===== config.mk =====
export PLATFORM = sky130hd
export DESIGN_NAME = riscv_sim_monitor
export DESIGN_NICKNAME = d
export VERILOG_FILES = /design/src/rtl/riscv_sim_monitor_pkg.sv /design/src/rtl/riscv_sim_core_tracker.sv /design/src/rtl/riscv_sim_monitor.sv
export SDC_FILE = /design/constraint.sdc
export NUM_CORES = 1
export LEC_CHECK = 0
export ABC_AREA = 1
export CAP_MARGIN = 0
export CORE_AREA = 2 2 213 215
export CTS_CLUSTER_DIAMETER = 50
export CTS_CLUSTER_SIZE = 40
export DETAILED_ROUTE_END_ITERATION = 10
export DIE_AREA = 0 0 215 217
export GPL_TIMING_DRIVEN = 0
export PLACE_DENSITY = 0.68
export SLEW_MARGIN = 15
export SYNTH_ARGS = -nofsm -noshare
export SYNTH_HDL_FRONTEND = slang
export SYNTH_SLANG_ARGS = --single-unit

===== constraint.sdc =====
create_clock -name clk -period 5.6 [get_ports clk]
set_input_delay 0.84 -clock clk [delete_from_list [all_inputs] [get_ports clk]]
set_output_delay 0.84 -clock clk [all_outputs]
set_load 0.01 [all_outputs]

===== src/rtl/riscv_sim_monitor_pkg.sv =====
// Shared verdict codes, FSM states and status constants for the simulation monitor.
// Replaces the former riscvvec-SimMonitorDefs.v define header.
package riscv_sim_monitor_pkg;

    typedef enum logic [1:0] {
        VERDICT_NONE    = 2'd0,
        VERDICT_PASS    = 2'd1,
        VERDICT_FAIL    = 2'd2,
        VERDICT_TIMEOUT = 2'd3
    } verdict_e;

    typedef enum logic [1:0] {
        ST_RUN   = 2'd0,
        ST_DRAIN = 2'd1,
        ST_DONE  = 2'd2
    } state_e;

    localparam int unsigned STATUS_RUNNING = 0;
    localparam int unsigned STATUS_PASS    = 1;

endpackage


===== src/rtl/riscv_sim_core_tracker.sv =====
// Per-core tracker: sticky done bit, first non-zero status latch and a
// saturating retired-instruction counter.
module riscv_sim_core_tracker
    import riscv_sim_monitor_pkg::*;
#(
    parameter int STATUS_W = 32,
    parameter int CNT_W    = 32
) (
    input  logic                clk,
    input  logic                reset_n,
    input  logic                run,
    input  logic                stats_en,
    input  logic [STATUS_W-1:0] status,
    input  logic                inst_retire,
    output logic                core_done,
    output logic [STATUS_W-1:0] eff_status,
    output logic [CNT_W-1:0]    num_inst
);

    logic [STATUS_W-1:0] latched_status;

    always_ff @(posedge clk) begin
        if (!reset_n) begin
            core_done      <= 1'b0;
            latched_status <= '0;
            num_inst       <= '0;
        end else if (run) begin
            if (!core_done && status != STATUS_W'(STATUS_RUNNING)) begin
                core_done      <= 1'b1;
                latched_status <= status;
            end
            // core_done is the pre-edge value, so the reporting cycle's retire still counts
            if (stats_en && inst_retire && !core_done && num_inst != '1) begin
                num_inst <= num_inst + 1'b1;
            end
        end
    end

    // The verdict logic sees this cycle's status until the latch takes over.
    assign eff_status = core_done ? latched_status : status;

endmodule


===== src/rtl/riscv_sim_monitor.sv =====
// End-of-simulation monitor: combines per-core outcomes into one verdict,
// counts cycles, then drains before requesting finish.
module riscv_sim_monitor
    import riscv_sim_monitor_pkg::*;
#(
    parameter int NUM_CORES    = 4,
    parameter int STATUS_W     = 32,
    parameter int CNT_W        = 32,
    parameter int DRAIN_CYCLES = 2,
    localparam int SEL_W       = (NUM_CORES > 1) ? $clog2(NUM_CORES) : 1
) (
    input  logic                          clk,
    input  logic                          reset_n,
    input  logic [CNT_W-1:0]              max_cycles,
    input  logic                          stats_en,
    input  logic [NUM_CORES*STATUS_W-1:0] status,
    input  logic [NUM_CORES-1:0]          inst_retire,
    input  logic [SEL_W-1:0]              stat_sel,
    output logic [1:0]                    verdict,
    output logic [SEL_W-1:0]              fail_core,
    output logic [STATUS_W-1:0]           fail_status,
    output logic [NUM_CORES-1:0]          core_done,
    output logic [CNT_W-1:0]              num_cycles,
    output logic [CNT_W-1:0]              stat_num_inst,
    output logic                          finish_req,
    output logic                          done
);

    localparam int DW = (DRAIN_CYCLES > 1) ? $clog2(DRAIN_CYCLES) : 1;
    localparam logic [DW-1:0] DRAIN_LOAD = DW'(DRAIN_CYCLES - 1);

    state_e                              state_q, state_d;
    verdict_e                            verdict_q, verdict_d;
    logic [SEL_W-1:0]                    fail_core_d;
    logic [STATUS_W-1:0]                 fail_status_d;
    logic [DW-1:0]                       drain_q, drain_d;
    logic                                finish_d;
    logic                                run;
    logic [NUM_CORES-1:0][STATUS_W-1:0]  eff_status;
    logic [NUM_CORES-1:0][CNT_W-1:0]     inst_cnt;
    logic                                fail_hit, all_pass, timeout_hit;
    logic [SEL_W-1:0]                    fail_idx;
    logic [STATUS_W-1:0]                 fail_val;

    assign run = (state_q == ST_RUN);

    for (genvar g = 0; g < NUM_CORES; g++) begin : g_core
        riscv_sim_core_tracker #(
            .STATUS_W (STATUS_W),
            .CNT_W    (CNT_W)
        ) u_trk (
            .clk         (clk),
            .reset_n     (reset_n),
            .run         (run),
            .stats_en    (stats_en),
            .status      (status[g*STATUS_W +: STATUS_W]),
            .inst_retire (inst_retire[g]),
            .core_done   (core_done[g]),
            .eff_status  (eff_status[g]),
            .num_inst    (inst_cnt[g])
        );
    end

    // Descending scan so the lowest failing index wins.
    always_comb begin
        fail_hit = 1'b0;
        fail_idx = '0;
        fail_val = '0;
        all_pass = 1'b1;
        for (int unsigned i = NUM_CORES; i > 0; i--) begin
            if (eff_status[i-1] > STATUS_W'(STATUS_PASS)) begin
                fail_hit = 1'b1;
                fail_idx = SEL_W'(i - 1);
                fail_val = eff_status[i-1];
            end
            if (eff_status[i-1] != STATUS_W'(STATUS_PASS)) begin
                all_pass = 1'b0;
            end
        end
        timeout_hit = (max_cycles != '0) && (num_cycles >= max_cycles);
    end

    always_comb begin
        stat_num_inst = '0;
        for (int unsigned i = 0; i < NUM_CORES; i++) begin
            if (stat_sel == SEL_W'(i)) begin
                stat_num_inst = inst_cnt[i];
            end
        end
    end

    always_comb begin
        state_d       = state_q;
        verdict_d     = verdict_q;
        fail_core_d   = fail_core;
        fail_status_d = fail_status;
        drain_d       = drain_q;
        finish_d      = 1'b0;
        case (state_q)
            ST_RUN: begin
                if (fail_hit) begin
                    verdict_d     = VERDICT_FAIL;
                    fail_core_d   = fail_idx;
                    fail_status_d = fail_val;
                end else if (all_pass) begin
                    verdict_d = VERDICT_PASS;
                end else if (timeout_hit) begin
                    verdict_d = VERDICT_TIMEOUT;
                end
                if (fail_hit || all_pass || timeout_hit) begin
                    state_d = ST_DRAIN;
                    drain_d = DRAIN_LOAD;
                end
            end
            ST_DRAIN: begin
                if (drain_q == '0) begin
                    state_d  = ST_DONE;
                    finish_d = 1'b1;
                end else begin
                    drain_d = drain_q - 1'b1;
                end
            end
            default: ;
        endcase
    end

    always_ff @(posedge clk) begin
        if (!reset_n) begin
            state_q     <= ST_RUN;
            verdict_q   <= VERDICT_NONE;
            fail_core   <= '0;
            fail_status <= '0;
            drain_q     <= '0;
            finish_req  <= 1'b0;
            num_cycles  <= '0;
        end else begin
            state_q     <= state_d;
            verdict_q   <= verdict_d;
            fail_core   <= fail_core_d;
            fail_status <= fail_status_d;
            drain_q     <= drain_d;
            finish_req  <= finish_d;
            if (run && stats_en && num_cycles != '1) begin
                num_cycles <= num_cycles + 1'b1;
            end
        end
    end

    assign verdict = verdict_q;
    assign done    = (state_q == ST_DONE);

endmodule


# After elaboration in Yosys (flattened, before gate mapping)
# Index checks and enable logic that the tools add are counted.
# word_totals
word_cells	127
regBits	332
input_bits	169
output_inout_bits	106
# classes
n_mux	34
reduce_logical	47
n_eq_ne	16
addsub	6
order_cmp	5
# op_table
op	n
32-bit two-way mux	12
32-bit by 1-bit adder with 32-bit output, second input constant	5
32-bit != test, second input constant	5
32-bit nonzero test	5
32-bit by 1-bit greater-than comparator with 1-bit output, second input constant	4
32-bit by 1-bit != test with 1-bit output, second input constant	4
32-bit greater-or-equal comparator	1
2-bit AND reduction	12
1-bit logical AND	19
2-bit two-way mux	9
1-bit two-way mux	11
2-bit == test, second input constant	3
2-bit by 1-bit == test with 1-bit output, second input constant	2
1-bit logical NOT	4
2-bit logical NOT	2
2-bit one-hot mux with 2 select lines	1
3-bit AND reduction	1
3-bit nonzero test	1
1-bit logical OR	2
2-bit by 1-bit != test with 1-bit output, second input constant	1
2-bit != test, second input constant	1
1-bit one-hot mux with 2 select lines	1
2-bit nonzero test	1
1-bit subtractor, second input constant	1

# Logic depth before layout (Yosys ltp)
# depth
word_depth	10
ltp_mapped	18
ltp_nobuf	16

# Cells and area by module
# Synthesis repeated with hierarchy kept, for this count alone.
# unflattened
hier_cells	3614
area_unflattened_um2	21480.6
# modules_own_cells
module	cells_per_inst	seq_area_each_um2	area_per_inst_um2	n_inst
riscv_sim_core_tracker	641	1301.2	3831.2	4
riscv_sim_monitor	1050	1441.4	6155.9	1

# Worst setup path before layout
# Ideal clock, no wire load.
# synth_timing
kind	input-to-output
startpoint	input port stat_sel[0]
endpoint	output port stat_num_inst[28]
arrival_ns	1.904
required_time_ns	4.760
n_path_buf	2
setup_slack_ns	2.856
path_stages	6
cell_sequence	clkbuf_1 nand2_1 clkbuf_1 nor2_1 a221oi_1 o21ai_0
# synth_via
elab_chain_len	5
word_cells_on_any_way	8
classes_between	3 x eq/ne; 4 x mux; 1 x reduce/logical
# synth_rtl
element	line	rtl
start, declared	riscv_sim_monitor.sv:18	input logic [SEL_W-1:0] stat_sel,
2-bit logical NOT	riscv_sim_monitor.sv:86	if (stat_sel == SEL_W'(i)) begin
32-bit two-way mux (3 in a row)	riscv_sim_monitor.sv:86	
32-bit two-way mux *	riscv_sim_monitor.sv:86	
end, declared	riscv_sim_monitor.sv:24	output logic [CNT_W-1:0] stat_num_inst,
# Every way passes the cells marked *; elsewhere a longest branch is shown, timed or not.

# Worst setup path after layout
# layout_timing
startpoint	input port stat_sel[1]
endpoint	output port stat_num_inst[3]
# The elaborated chain is that of the path after synthesis.

==> impl_results.rst <==
.. list-table::
   :header-rows: 1

   * - Metric
     - Value
   * - Wire length of the first global-routing pass
     - 124900 µm
   * - Clk_lat worst skew
     - 590 ps
   * - Synth Cell Area
     - 0.02107 mm²
   * - Reg2Reg Setup Slack
     - 2430 ps
   * - Vias post-DR
     - 23680
   * - Cell at the root of the clock tree
     - sky130_fd_sc_hd__clkbuf_16
   * - Number of endpoints failing setup at the final stage
     - 0
   * - Highest clock frequency the design can meet
     - 0.2314 GHz
   * - Layout cell share with drive strength beyond 1
     - 3.729%
   * - Max stage delay on crit path
     - 610 ps
   * - Number of max-cap violations
     - 0
   * - Synth Net Count
     - 3663
   * - Number of cells on the worst hold path
     - 2
   * - Worst Tran Pin Value
     - 1203 ps
   * - DPL Wire Length
     - 64590 µm
   * - CTS-repair resized insts
     - 0
   * - Rows
     - 78
   * - Num ports
     - 275
   * - Final Routed Wirelength
     - 81390 µm
   * - Worst EP arrival
     - 3480 ps
   * - Kind of capture point of the worst setup path
     - output pin
   * - Power, Total
     - 7.438 mW
   * - All-Layer GR Usage
     - 34.17%
   * - Number of iterations in the first detailed-routing pass
     - 8
   * - Met2 capacity usage during global routing
     - 55.20%
   * - H-tree depth reported by CTS
     - 2
   * - Most common library cell in the layout ignoring fill and taps
     - sky130_fd_sc_hd__nand2_1
   * - Crit path max fanout
     - 10
   * - Sink count of the clock tree
     - 332
   * - Met3 Resource Use GR
     - 4.878%
   * - Distinct cell type count of the synthesized netlist
     - 43
   * - Worst-case reg-to-reg path depth
     - 14
   * - Outcome
     - finished clean
   * - CORE AREA
     - 0.04470 mm²
   * - Top library cells by usage in the layout, fill and taps aside
     - 961 x sky130_fd_sc_hd__nand2_1, 453 x sky130_fd_sc_hd__inv_1, 352 x sky130_fd_sc_hd__nor2_1
   * - Worst setup skew after layout
     - 30.58 ps
   * - Total power divided by cell area
     - 285.2 mW/mm²
   * - Syn avg cell area
     - 6.096 µm²
   * - Routing layer with the top usage in global route
     - met2
   * - IR drop worst, VDD
     - 0.0002574 V
   * - Most common cell type on the critical path
     - sky130_fd_sc_hd__clkdlybuf4s50_1
   * - Buffers plus inverters on the worst setup path
     - 4
   * - Number of cells in the finished layout apart from fillers
     - 4409
   * - Largest net degree at the start of global routing
     - 18
   * - Initial antenna violation count
     - 1
   * - Unrepaired setup endpoints after global routing
     - false
   * - Detail Route Antenna Nets
     - 0
   * - Worst Hold Launch
     - g_core[1].u_trk.latched_status[29]
   * - Final Wtd Congestion
     - 1.034
   * - Met1 routing resource usage after global routing
     - 46.05%
   * - 1st-iter DRT viols
     - 2131
   * - Detailed-route DRC error count
     - 0
   * - Syn-to-layout area delta
     - 23.76%
   * - Buffers on Ports
     - 274
   * - Crit share post-route
     - 77.17%
   * - Initial cell density of the core
     - 47.14%
   * - Count of endpoints failing hold in the final timing report
     - 0
   * - Number of CTS-inserted buffers
     - 42
   * - Max-slew violations
     - 0
   * - Die outline area
     - 0.04666 mm²
   * - Critical register-to-register path startpoint
     - g_core[2].u_trk.core_done
   * - Shortest period the worst path allows
     - 4321 ps
   * - FF-to-FF End
     - fail_status[19]
   * - Mapped Cells
     - 3457
   * - P_leak
     - 10.51 nW
   * - Average routed wire per standard cell
     - 18.46 µm
   * - Number of nets in the layout
     - 3981
   * - TritonCTS clock tree
     - yes
   * - Relative slew slack
     - 19.80%
   * - Bufs on Longest Clock Path
     - 3
   * - Clock transition at path regs
     - 50 ps
   * - Required time of the worst setup path
     - 4760 ps
   * - Type of the worst setup path
     - in2out
   * - Critical-path cell list
     - clkdlybuf4s50_1, nor2_1, inv_1, clkbuf_1, o22ai_1, a21oi_1, o21ai_0, clkdlybuf4s50_1
   * - Yosys reg bits
     - 332
   * - Standard cell with the maximum stage delay on the critical path
     - sky130_fd_sc_hd__clkdlybuf4s50_1
   * - Sequential area share after synthesis
     - 31.54%
   * - Worst setup SP type
     - input pin
   * - Die span in x
     - 215 µm
   * - Fin Setup TNS
     - 0 ps
   * - Total gr overflow
     - 0
   * - Hold-fix buffers at CTS
     - 0
   * - Height of the die
     - 217 µm
   * - End point of the most critical hold path
     - g_core[1].u_trk.latched_status[29]
   * - Category of cells accounting for the largest share of critical-path delay
     - buffers and inverters
   * - Post-route core utilization
     - 58.34%
   * - Path class of the lowest-slack min-delay path
     - reg2reg
   * - Via count of the first global-routing pass
     - 21510
   * - Number of vias per cell
     - 5.371
   * - Number of setup buffers added after CTS
     - 0
   * - Yosys warning total
     - 0
   * - Number of placed instances, taps included
     - 4331
## registers in the layout (all words and copies together) (netlist names)
name,count
g_core.u_trk.latched_status,128
g_core.u_trk.num_inst,128
fail_status,32
num_cycles,32
g_core.u_trk.core_done,4
fail_core,2
state_q,2
verdict,2
drain_q,1
finish_req,1
## cells in the mapped netlist (all sizes together)
cell / n / area [µm²]
a211oi: 2 / 15.01
a21boi: 1 / 7.510
a21o: 1 / 7.510
a21oi: 342 / 1715
a221oi: 11 / 96.34
a22oi: 1 / 7.510
and2: 5 / 31.28
and3: 7 / 43.79
buf: 52 / 324.1
clkbuf: 99 / 371.6
clkinv: 3 / 11.26
dfxtp: 332 / 6646
ha: 37 / 462.9
inv: 460 / 1729
nand2: 966 / 3638
nand3: 111 / 555.5
nand3b: 23 / 172.7
nand4: 77 / 481.7
nor2: 356 / 1356
nor3: 95 / 475.5
nor3b: 15 / 112.6
nor4: 50 / 319.1
o2111ai: 4 / 35.03
o21a: 3 / 22.52
o21ai: 289 / 1465
o21bai: 3 / 22.52
o22ai: 13 / 81.33
or2: 1 / 6.260
xnor2: 8 / 70.07
xor2: 90 / 788.3
## worst reg2reg max path, cell delays in order (launching register included)
cell                      delay, ps
sky130_fd_sc_hd__dfxtp_1        310
sky130_fd_sc_hd__buf_4          180
sky130_fd_sc_hd__buf_2          210
sky130_fd_sc_hd__o21ai_0        570
sky130_fd_sc_hd__nand2_1        100
sky130_fd_sc_hd__nor2_1         110
sky130_fd_sc_hd__nand2_1        100
sky130_fd_sc_hd__nor2_1         190
sky130_fd_sc_hd__nand2_1        150
sky130_fd_sc_hd__inv_2          160
sky130_fd_sc_hd__buf_2          220
sky130_fd_sc_hd__nand3_1        120
sky130_fd_sc_hd__a21oi_1        450
sky130_fd_sc_hd__nor2_1         110
sky130_fd_sc_hd__nor2_1         110
## how the worst max path moves through the flow
stage,startpoint,to,slack (ps),depth (start not counted)
after floorplan,stat_sel[0],stat_num_inst[28],2860,6
after global placement,stat_sel[1],stat_num_inst[3],1340,8
after detailed placement,stat_sel[1],stat_num_inst[3],1350,8
after CTS,stat_sel[1],stat_num_inst[3],1340,8
after global routing,stat_sel[1],stat_num_inst[3],1180,8
final,stat_sel[1],stat_num_inst[3],1280,8
## cell type report
| cell class | instances | area (µm²) |
|---|---|---|
| Inverter | 463 | 1740 |
| Fill cell | 4582 | 18620 |
| Multi-Input combinational cell | 2511 | 11990 |
| Antenna cell | 1 | 2.502 |
| Clock buffer | 51 | 1166 |
| Timing Repair Buffer | 274 | 2743 |
| Sequential cell | 332 | 6646 |
| Buffer | 151 | 695.7 |
| Tap cell | 600 | 750.7 |
| Clock inverter | 26 | 344.1 |
## metrics by stage
stage / hold slack [ps] / cell area (µm²) / setup slack (ps)
finish: 446.0 / 26080 / 1279
global route: 460.6 / 26080 / 1180
CTS: 444.9 / 26080 / 1342
detailed placement: 436.5 / 24570 / 1347
global placement: 434.3 / 24570 / 1340
floorplan: 423.9 / 21070 / 2856
## where the power goes
part | switching (mW) | leakage [nW] | internal, mW
logic | 1.15 | 7.06 | 0.622
clock network | 1.20 | 0.735 | 1.75
registers | 0.126 | 2.71 | 2.59
total | 2.48 | 10.5 | 4.96
## cells by family (layout without fill, tap and decap cells)
kind of cell	Yosys count	in the layout	synth area share [%]
xor gates and xnor gates	98	98	4.073
buffers and inverters	614	965	11.56
and+or+nand+nor	1706	1706	34.13
other	0	1	0
AOI/OAI and AO/OA	670	670	16.49
DFF	332	332	31.54
adders and majority gates	37	37	2.197
## metal layers
metal / vias up / share of wire [%]
li1: 11810 / -
met1: 10730 / 44
met2: 963 / 45
met3: 174 / 7.6
met4: 0 / 3.9
met5: - / 0
Note: power is estimated with default switching activity, not from simulation.
